[config.mk]
export PLATFORM = sky130hd
export DESIGN_NAME = reg_file_param
export DESIGN_NICKNAME = d
export VERILOG_FILES = /design/src/rtl/reg_file_pkg.sv /design/src/rtl/reg_file_param_scoreboard.sv /design/src/rtl/reg_file_param.sv
export SDC_FILE = /design/constraint.sdc
export NUM_CORES = 2
export LEC_CHECK = 0
export BUFFER_PORTS_ARGS = -buffer_cell sky130_fd_sc_hd__buf_4
export CAP_MARGIN = 20
export CORE_MARGIN = 2
export CORE_UTILIZATION = 45
export DETAILED_ROUTE_END_ITERATION = 10
export GPL_ROUTABILITY_DRIVEN = 0
export GPL_TIMING_DRIVEN = 1
export PLACE_DENSITY = 0.65
export SLEW_MARGIN = 20
export SYNTH_ARGS = -nofsm -noshare
export SYNTH_HDL_FRONTEND = slang
export SYNTH_SLANG_ARGS = --single-unit
[constraint.sdc]
create_clock -name clk -period 2.5 [get_ports clk]
set_input_delay 0 -clock clk [delete_from_list [all_inputs] [get_ports clk]]
set_output_delay 0 -clock clk [all_outputs]
set_load 0.02 [all_outputs]
[src/rtl/reg_file_pkg.sv]
// Shared constants, address type and flattened-port slicing helper for the
// parametrised register file.
package reg_file_pkg;

  localparam int DATA_W_DEF   = 32;
  localparam int NUM_REGS_DEF = 32;
  localparam int ZERO_REG     = 0;

  typedef logic [$clog2(NUM_REGS_DEF)-1:0] reg_addr_t;

  // Low bit index of field k in a bus built from equal-width fields.
  function automatic int slice_lo(input int k, input int w);
    return k * w;
  endfunction

endpackage

[src/rtl/reg_file_param_scoreboard.sv]
// Busy scoreboard: one bit per register, set at issue and cleared at writeback.
// An issue wins over a writeback to the same register on the same edge.
module reg_scoreboard
  import reg_file_pkg::*;
#(
  parameter int NUM_REGS = NUM_REGS_DEF,
  parameter int ADDR_W   = $clog2(NUM_REGS)
) (
  input  logic                clk,
  input  logic                rst_n,
  input  logic                set_en,
  input  logic [ADDR_W-1:0]   set_addr,
  input  logic                clr_en,
  input  logic [ADDR_W-1:0]   clr_addr,
  output logic [NUM_REGS-1:0] busyVec
);

  logic [NUM_REGS-1:0] r_busy;

  always_ff @(posedge clk or negedge rst_n) begin
    if (!rst_n) begin
      r_busy <= '0;
    end else begin
      r_busy[ZERO_REG] <= 1'b0;
      for (int r = 1; r < NUM_REGS; r++) begin
        // A new producer replaces the retiring one, so set has priority.
        if (set_en && set_addr == ADDR_W'(r)) begin
          r_busy[r] <= 1'b1;
        end else if (clr_en && clr_addr == ADDR_W'(r)) begin
          r_busy[r] <= 1'b0;
        end
      end
    end
  end

  assign busyVec = r_busy;

endmodule

[src/rtl/reg_file_param.sv]
// Parametrised register file with hardwired zero register and RAW busy
// scoreboard. Define REG_FILE_BYPASS_EN for write-through read forwarding.
module reg_file_param
  import reg_file_pkg::*;
#(
  parameter int DATA_W   = DATA_W_DEF,
  parameter int NUM_REGS = NUM_REGS_DEF,
  parameter int ADDR_W   = $clog2(NUM_REGS),
  parameter int NUM_RD   = 2
) (
  input  logic                     clk,
  input  logic                     rst_n,
  input  logic                     regWrite,
  input  logic [ADDR_W-1:0]        writeRegister,
  input  logic [DATA_W-1:0]        writeData,
  input  logic [NUM_RD*ADDR_W-1:0] readRegister,
  output logic [NUM_RD*DATA_W-1:0] readData,
  output logic [NUM_RD-1:0]        readBusy,
  input  logic                     issueValid,
  input  logic [ADDR_W-1:0]        issueRegister,
  output logic [NUM_REGS-1:0]      busyVec
);

  logic [DATA_W-1:0]   r_regs [NUM_REGS];
  logic [NUM_REGS-1:0] w_busy;
  logic                w_wr_en;

  assign w_wr_en = regWrite && (writeRegister != ADDR_W'(ZERO_REG));

  // Register 0 is never written, so it keeps its reset value of zero.
  always_ff @(posedge clk or negedge rst_n) begin
    if (!rst_n) begin
      for (int i = 0; i < NUM_REGS; i++) begin
        r_regs[i] <= '0;
      end
    end else if (w_wr_en) begin
      r_regs[writeRegister] <= writeData;
    end
  end

  reg_scoreboard #(
    .NUM_REGS (NUM_REGS),
    .ADDR_W   (ADDR_W)
  ) u_scoreboard (
    .clk      (clk),
    .rst_n    (rst_n),
    .set_en   (issueValid),
    .set_addr (issueRegister),
    .clr_en   (regWrite),
    .clr_addr (writeRegister),
    .busyVec  (w_busy)
  );

  assign busyVec = w_busy;

  for (genvar g = 0; g < NUM_RD; g++) begin : g_rd
    logic [ADDR_W-1:0] w_addr;
    assign w_addr = readRegister[slice_lo(g, ADDR_W) +: ADDR_W];
`ifdef REG_FILE_BYPASS_EN
    // Forwarding is gated by rst_n so reads stay zero throughout reset.
    logic w_fwd;
    assign w_fwd = rst_n && w_wr_en && (writeRegister == w_addr);
    assign readData[slice_lo(g, DATA_W) +: DATA_W] = w_fwd ? writeData : r_regs[w_addr];
    assign readBusy[g] = w_fwd ? (issueValid && issueRegister == w_addr) : w_busy[w_addr];
`else
    assign readData[slice_lo(g, DATA_W) +: DATA_W] = r_regs[w_addr];
    assign readBusy[g] = w_busy[w_addr];
`endif
  end

endmodule

# After elaboration in Yosys (flattened, before gate mapping)
# Index checks and enable logic that the tools add are counted.
word_totals:
  out_inout_bits: 98
  reg_bits: 1055
  elab_cells: 305
  inputBits: 56
op_classes:
  n_eq_ne: 62
  n_mux: 75
  n_bitwise: 3
  n_reduce_logical: 96
  order_cmp: 6
ops:
  columns: ["operator", "count"]
  rows:
  - ["1024-bit bitwise mux", 1]
  - ["32-bit binary-select mux with 5-bit select", 2]
  - ["32-bit demux with 5-bit select", 1]
  - ["5-bit equality test, second input constant", 32]
  - ["32-bit 2-to-1 mux", 5]
  - ["5-bit by 4-bit equality test with 1-bit output, second input constant", 16]
  - ["1-bit logical AND", 64]
  - ["1-bit 2-to-1 mux", 64]
  - ["2-bit nonzero test", 31]
  - ["5-bit by 3-bit equality test with 1-bit output, second input constant", 8]
  - ["5-bit by 2-bit equality test with 1-bit output, second input constant", 4]
  - ["6-bit >= comparator, second input constant", 3]
  - ["5-bit NOT with 6-bit output", 3]
  - ["5-bit by 6-bit < comparator with 1-bit output, second input constant", 2]
  - ["1-bit binary-select mux with 5-bit select", 2]
  - ["5-bit by 1-bit equality test with 1-bit output, second input constant", 2]
  - ["6-bit by 1-bit < comparator with 1-bit output, second input constant", 1]
  - ["5-bit nonzero test", 1]

# Logic depth before layout (Yosys ltp)
depth:
  depth_word: 6
  ltp_mapped: 7
  depth_no_buf: 4

# By module
# From an unflattened synthesis, not the netlist that was laid out.
hier_totals:
  cells_unflattened: 4805
  area_unflattened_um2: 57828.0
by_module_without_submodules:
  columns: ["module", "cells_per_inst", "area_per_inst_um2", "instances", "seq_area_each_um2"]
  rows:
  - ["reg_file_param", 4679, 56515.5, 1, 25624.6]
  - ["reg_scoreboard", 126, 1312.5, 1, 775.7]

# Least setup slack after synthesis
# No wires, ideal clock.
synth_timing:
  path_type: "input to output"
  start: "input readRegister[2]"
  end: "output readData[0]"
  arrival_time_ns: 1.603
  n_path_buf: 3
  cell_stages: 6
  path_slack_ns: 0.897
  t_required_ns: 2.500
  cell_sequence: "clkbuf_1 or3b_2 clkbuf_1 clkbuf_1 o22ai_1 nor4_1"
synth_between:
  elab_chain_cells: 4
synth_rtl:
  columns: ["item", "line_no", "source"]
  rows:
  - ["start, declared", "reg_file_param.sv:16", "input logic [NUM_RD*ADDR_W-1:0] readRegister,"]
  - ["5-bit NOT with 6-bit output (not written as such)", "reg_file_param.sv:66", "assign readData[slice_lo(g, DATA_W) +: DATA_W] = r_regs[w_addr];"]
  - ["32-bit binary-select mux with 5-bit select", "reg_file_param.sv:66", null]
  - ["32-bit 2-to-1 mux (not written as such) (2 in series)", "reg_file_param.sv:66", null]
  - ["end, declared", "reg_file_param.sv:17", "output logic [NUM_RD*DATA_W-1:0] readData,"]
# No other way between the ends. The select of a mux whose other input is x is not followed.

# Worst setup path in the final report
layout_timing:
  start: "register r_regs[966] (netlist bit)"
  end: "output readData[6]"
layout_between:
  elab_chain_cells: 3
layout_rtl:
  columns: ["item", "line_no", "source"]
  rows:
  - ["start, declared", "reg_file_param.sv:24", "logic [DATA_W-1:0] r_regs [NUM_REGS];"]
  - ["start signal, assigned by index", "reg_file_param.sv:37", "r_regs[writeRegister] <= writeData;"]
  - ["32-bit binary-select mux with 5-bit select", "reg_file_param.sv:66", null]
  - ["32-bit 2-to-1 mux (not written as such) (2 in series)", "reg_file_param.sv:66", null]
# No other way between the ends. The select of a mux whose other input is x is not followed.

==> flow_summary.yaml <==
status:
  run_status: "complete, no violations"
yosys:
  yosys_register_bits: 1055
  synth-main-ff-cell: "sky130_fd_sc_hd__dfrtp_1"
  post_synth_edffs: 0
  postSynthNetCount: 3536
  post-synth-top-count-cell: "sky130_fd_sc_hd__dfrtp_1"
  ys_types: 41
  postSynth.asyncResetShare: 1.00
  post_synth_main_area_contributors: "sky130_fd_sc_hd__dfrtp_1, sky130_fd_sc_hd__mux4_2, sky130_fd_sc_hd__mux2_2"
  syn_inst: 3480
  cell_taking_the_most_area_after_synthesis: "sky130_fd_sc_hd__dfrtp_1"
  synthesis.area_mm2: 0.0544
  synth_sequential_area_ratio: 0.485
  yosys_warnings: 0
  post-synth-top-area-fraction: 0.485
  yosys-top-cells-count: "sky130_fd_sc_hd__dfrtp_1, sky130_fd_sc_hd__mux2_2, sky130_fd_sc_hd__mux4_2"
  synthesis.area_per_instance_um2: 15.6
pwr:
  pwr-share-seq: 0.460
  power.share.combinational: 0.207
  powerDensity_mw_per_mm2: 792
  peakVddDrop_mv: 0.631
  cellLeakagePower_nw: 27.1
  internal-power_w: 0.0362
  net_sw_frac: 0.273
  power.share.clock: 0.333
  fin_total_pwr_w: 0.0497
  p_sw_w: 0.0136
final_layout:
  finalCoreUtilization: 0.524
  design.final.nets: 3675
  layout-area-overhead-vs-synth_pct: 15.5
  final_layout_size_suffix_gt1_frac: 0.575
cts:
  cts.htree.levels: 3
  cts.reportedPaths.clkPinSlew_ps: 60
  tritoncts.num_buffers: 114
  clock-root-buffer: "sky130_fd_sc_hd__clkbuf_16"
  clk-insertion-delay-late_ps: 710
  tritoncts: "yes"
  ctsLongestPathBuffers: 3
  clock_sinks: 1055
detailed_routing:
  drt_drc: 0
  detailed_route_iter0_violations: 3175
  route.final.wire_length_mm: 167
  routed_length_per_instance_um: 31.4
  route.vias.total: 34761
  first_pass_detailed_route_iteration_total: 5
  detail_route.vias_per_cell: 6.54
  drtAntennaViolNets: 0
floorplan:
  placementRows: 127
  design.core.area_mm2: 0.120
  floorplan.die.height_um: 352
  io_pins: 154
  fp.dieArea_mm2: 0.124
  die_w_um: 352
  initial_core_util: 0.454
global_route:
  first_global_vias: 35644
  grt_use_total: 0.274
  grt_overflow: 0
  grt_pass1_wl_mm: 248
  grt_start_max_net_pins: 101
  initial_antenna_violation_count: 0
sta:
  rsz0062_at_grt: "no"
  finalCritPeriodShare: 0.972
  tightestPinTransition_ps: 1070
  setup-tns-final_ps: 0
  max-slew-margin-rel: 0.288
  achievable-frequency_mhz: 412
  timing_hold_violations_final: 0
  fin_crit_ps: 2430
  setup_viol_count_final: 0
  finClkSkew_ps: 0
  worst_slack_ps: 71.1
  report.final.slew_viol_count: 0
worst_setup_path:
  cp.arrival_ps: 2430
  worst_setup_path_end_kind: "output pin"
  critical_path.max_stage_delay_ps: 630
  worstPathCellList: "mux4_2, o22ai_1, nor4_1, buf_4, buf_4"
  critPathMaxFanout: 3
  critical_path_required_ps: 2500
  crit_path_category: "reg2out"
  crit_path_top_delay_cell: "sky130_fd_sc_hd__nor4_1"
  setup.worst_path.start_class: "flip-flop"
  cpMostUsedCell: "sky130_fd_sc_hd__buf_4"
job:
  maxCapViolations: 0
placement:
  place.detailed.hpwl_mm: 105
  port-buffer-count: 152
  dp_slack_ps: 96.8
min_path:
  hold_class: "in2async"
## power by group through the flow
stage                     registers, W  clock network (W)  logic, W
after global placement          0.0229                  0   0.00997
after detailed placement        0.0231                  0    0.0102
after global routing            0.0233             0.0175    0.0110
after floorplan                 0.0223                  0   0.00752
final                           0.0229             0.0166    0.0103
after CTS                       0.0228             0.0168    0.0103
## placed cells by master, fill, tap and decap left out, types with 13 or more instances in the layout
cell                            synthesis  final
sky130_fd_sc_hd__nor4_1                64     53
sky130_fd_sc_hd__clkbuf_8               0     18
sky130_fd_sc_hd__mux4_2               521    521
sky130_fd_sc_hd__clkbuf_1             190     33
sky130_fd_sc_hd__clkbuf_16              0    114
sky130_fd_sc_hd__buf_12                 0     81
sky130_fd_sc_hd__o22ai_1              267    266
sky130_fd_sc_hd__clkinv_2               0     21
sky130_fd_sc_hd__dfrtp_1             1055   1055
sky130_fd_sc_hd__nand2_1               30     13
sky130_fd_sc_hd__buf_4                 57    299
sky130_fd_sc_hd__dlygate4sd3_1          0     50
sky130_fd_sc_hd__inv_1                 18     18
sky130_fd_sc_hd__mux2_2               996    996
## timing repair
item,CTS,global route
hold buffers,51,0
gates resized for setup,7,5
setup endpoints to repair,7,5
buffers inserted,0,0
hold endpoints to repair,2013,0
pin swaps,0,0
## sequential cells by signal (all words and copies together) (netlist names)
register / flops
u_scoreboard.busyVec: 31
r_regs: 1024
## metal layers
layer	GRT usage	wire, um
met1	0.373	67700
met5	0	0
met3	0.0488	11200
met2	0.443	80900
met4	0.101	6900
## path summary, 6_finish.rpt
kind | depth (start not counted) | end | slack [ps] | startpoint
min reg2reg | 0 | r_regs[1018] | 400 | r_regs[1018]
max in group asynchronous | 4 | r_regs[418] | 1700 | rst_n
max | 5 | readData[6] | 70 | r_regs[966]
min in group clk | 3 | u_scoreboard.busyVec[19] | 130 | issueRegister[2]
min | 3 | r_regs[1018] | 130 | rst_n
max reg2reg | 3 | u_scoreboard.busyVec[17] | 1240 | u_scoreboard.busyVec[17]
## stage by stage
step	hold slack, ps	std cells	instance area [um2]
global placement	18.3	5064	58600
global route	134	5316	62800
finish	126	5317	62800
CTS	90.5	5316	62800
floorplan	-296	3480	54400
detailed placement	16.8	5064	58600
## worst max-delay path, delay by kind of cell, from the launching register on
family,cells,cell delay (ps)
mux,1,260
buf+inv,2,350
compound gates,1,110
flops,1,390
simple gates,1,630
## layout make-up
cell class | instances | area (um2)
antenna | 1 | 2.50
fill | 9832 | 57100
clock inverter | 36 | 403
tap | 1612 | 2020
multi-input combinational | 1995 | 26300
inverter | 18 | 67.6
timing repair buffer | 435 | 4440
sequential | 1055 | 26400
clock buffer | 165 | 3220
## cell families (layout without fill, tap and decap cells)
group | count (synthesis) | count (layout) | synth area share
AND/OR/NAND/NOR | 169 | 169 | 0.0179
flip-flops | 1055 | 1055 | 0.485
AO/OA/AOI/OAI | 301 | 301 | 0.0358
buffers and inverters | 430 | 654 | 0.0380
multiplexers | 1524 | 1524 | 0.423
other | 1 | 2 | 0.0000689
(Power assumes the default switching activity.)
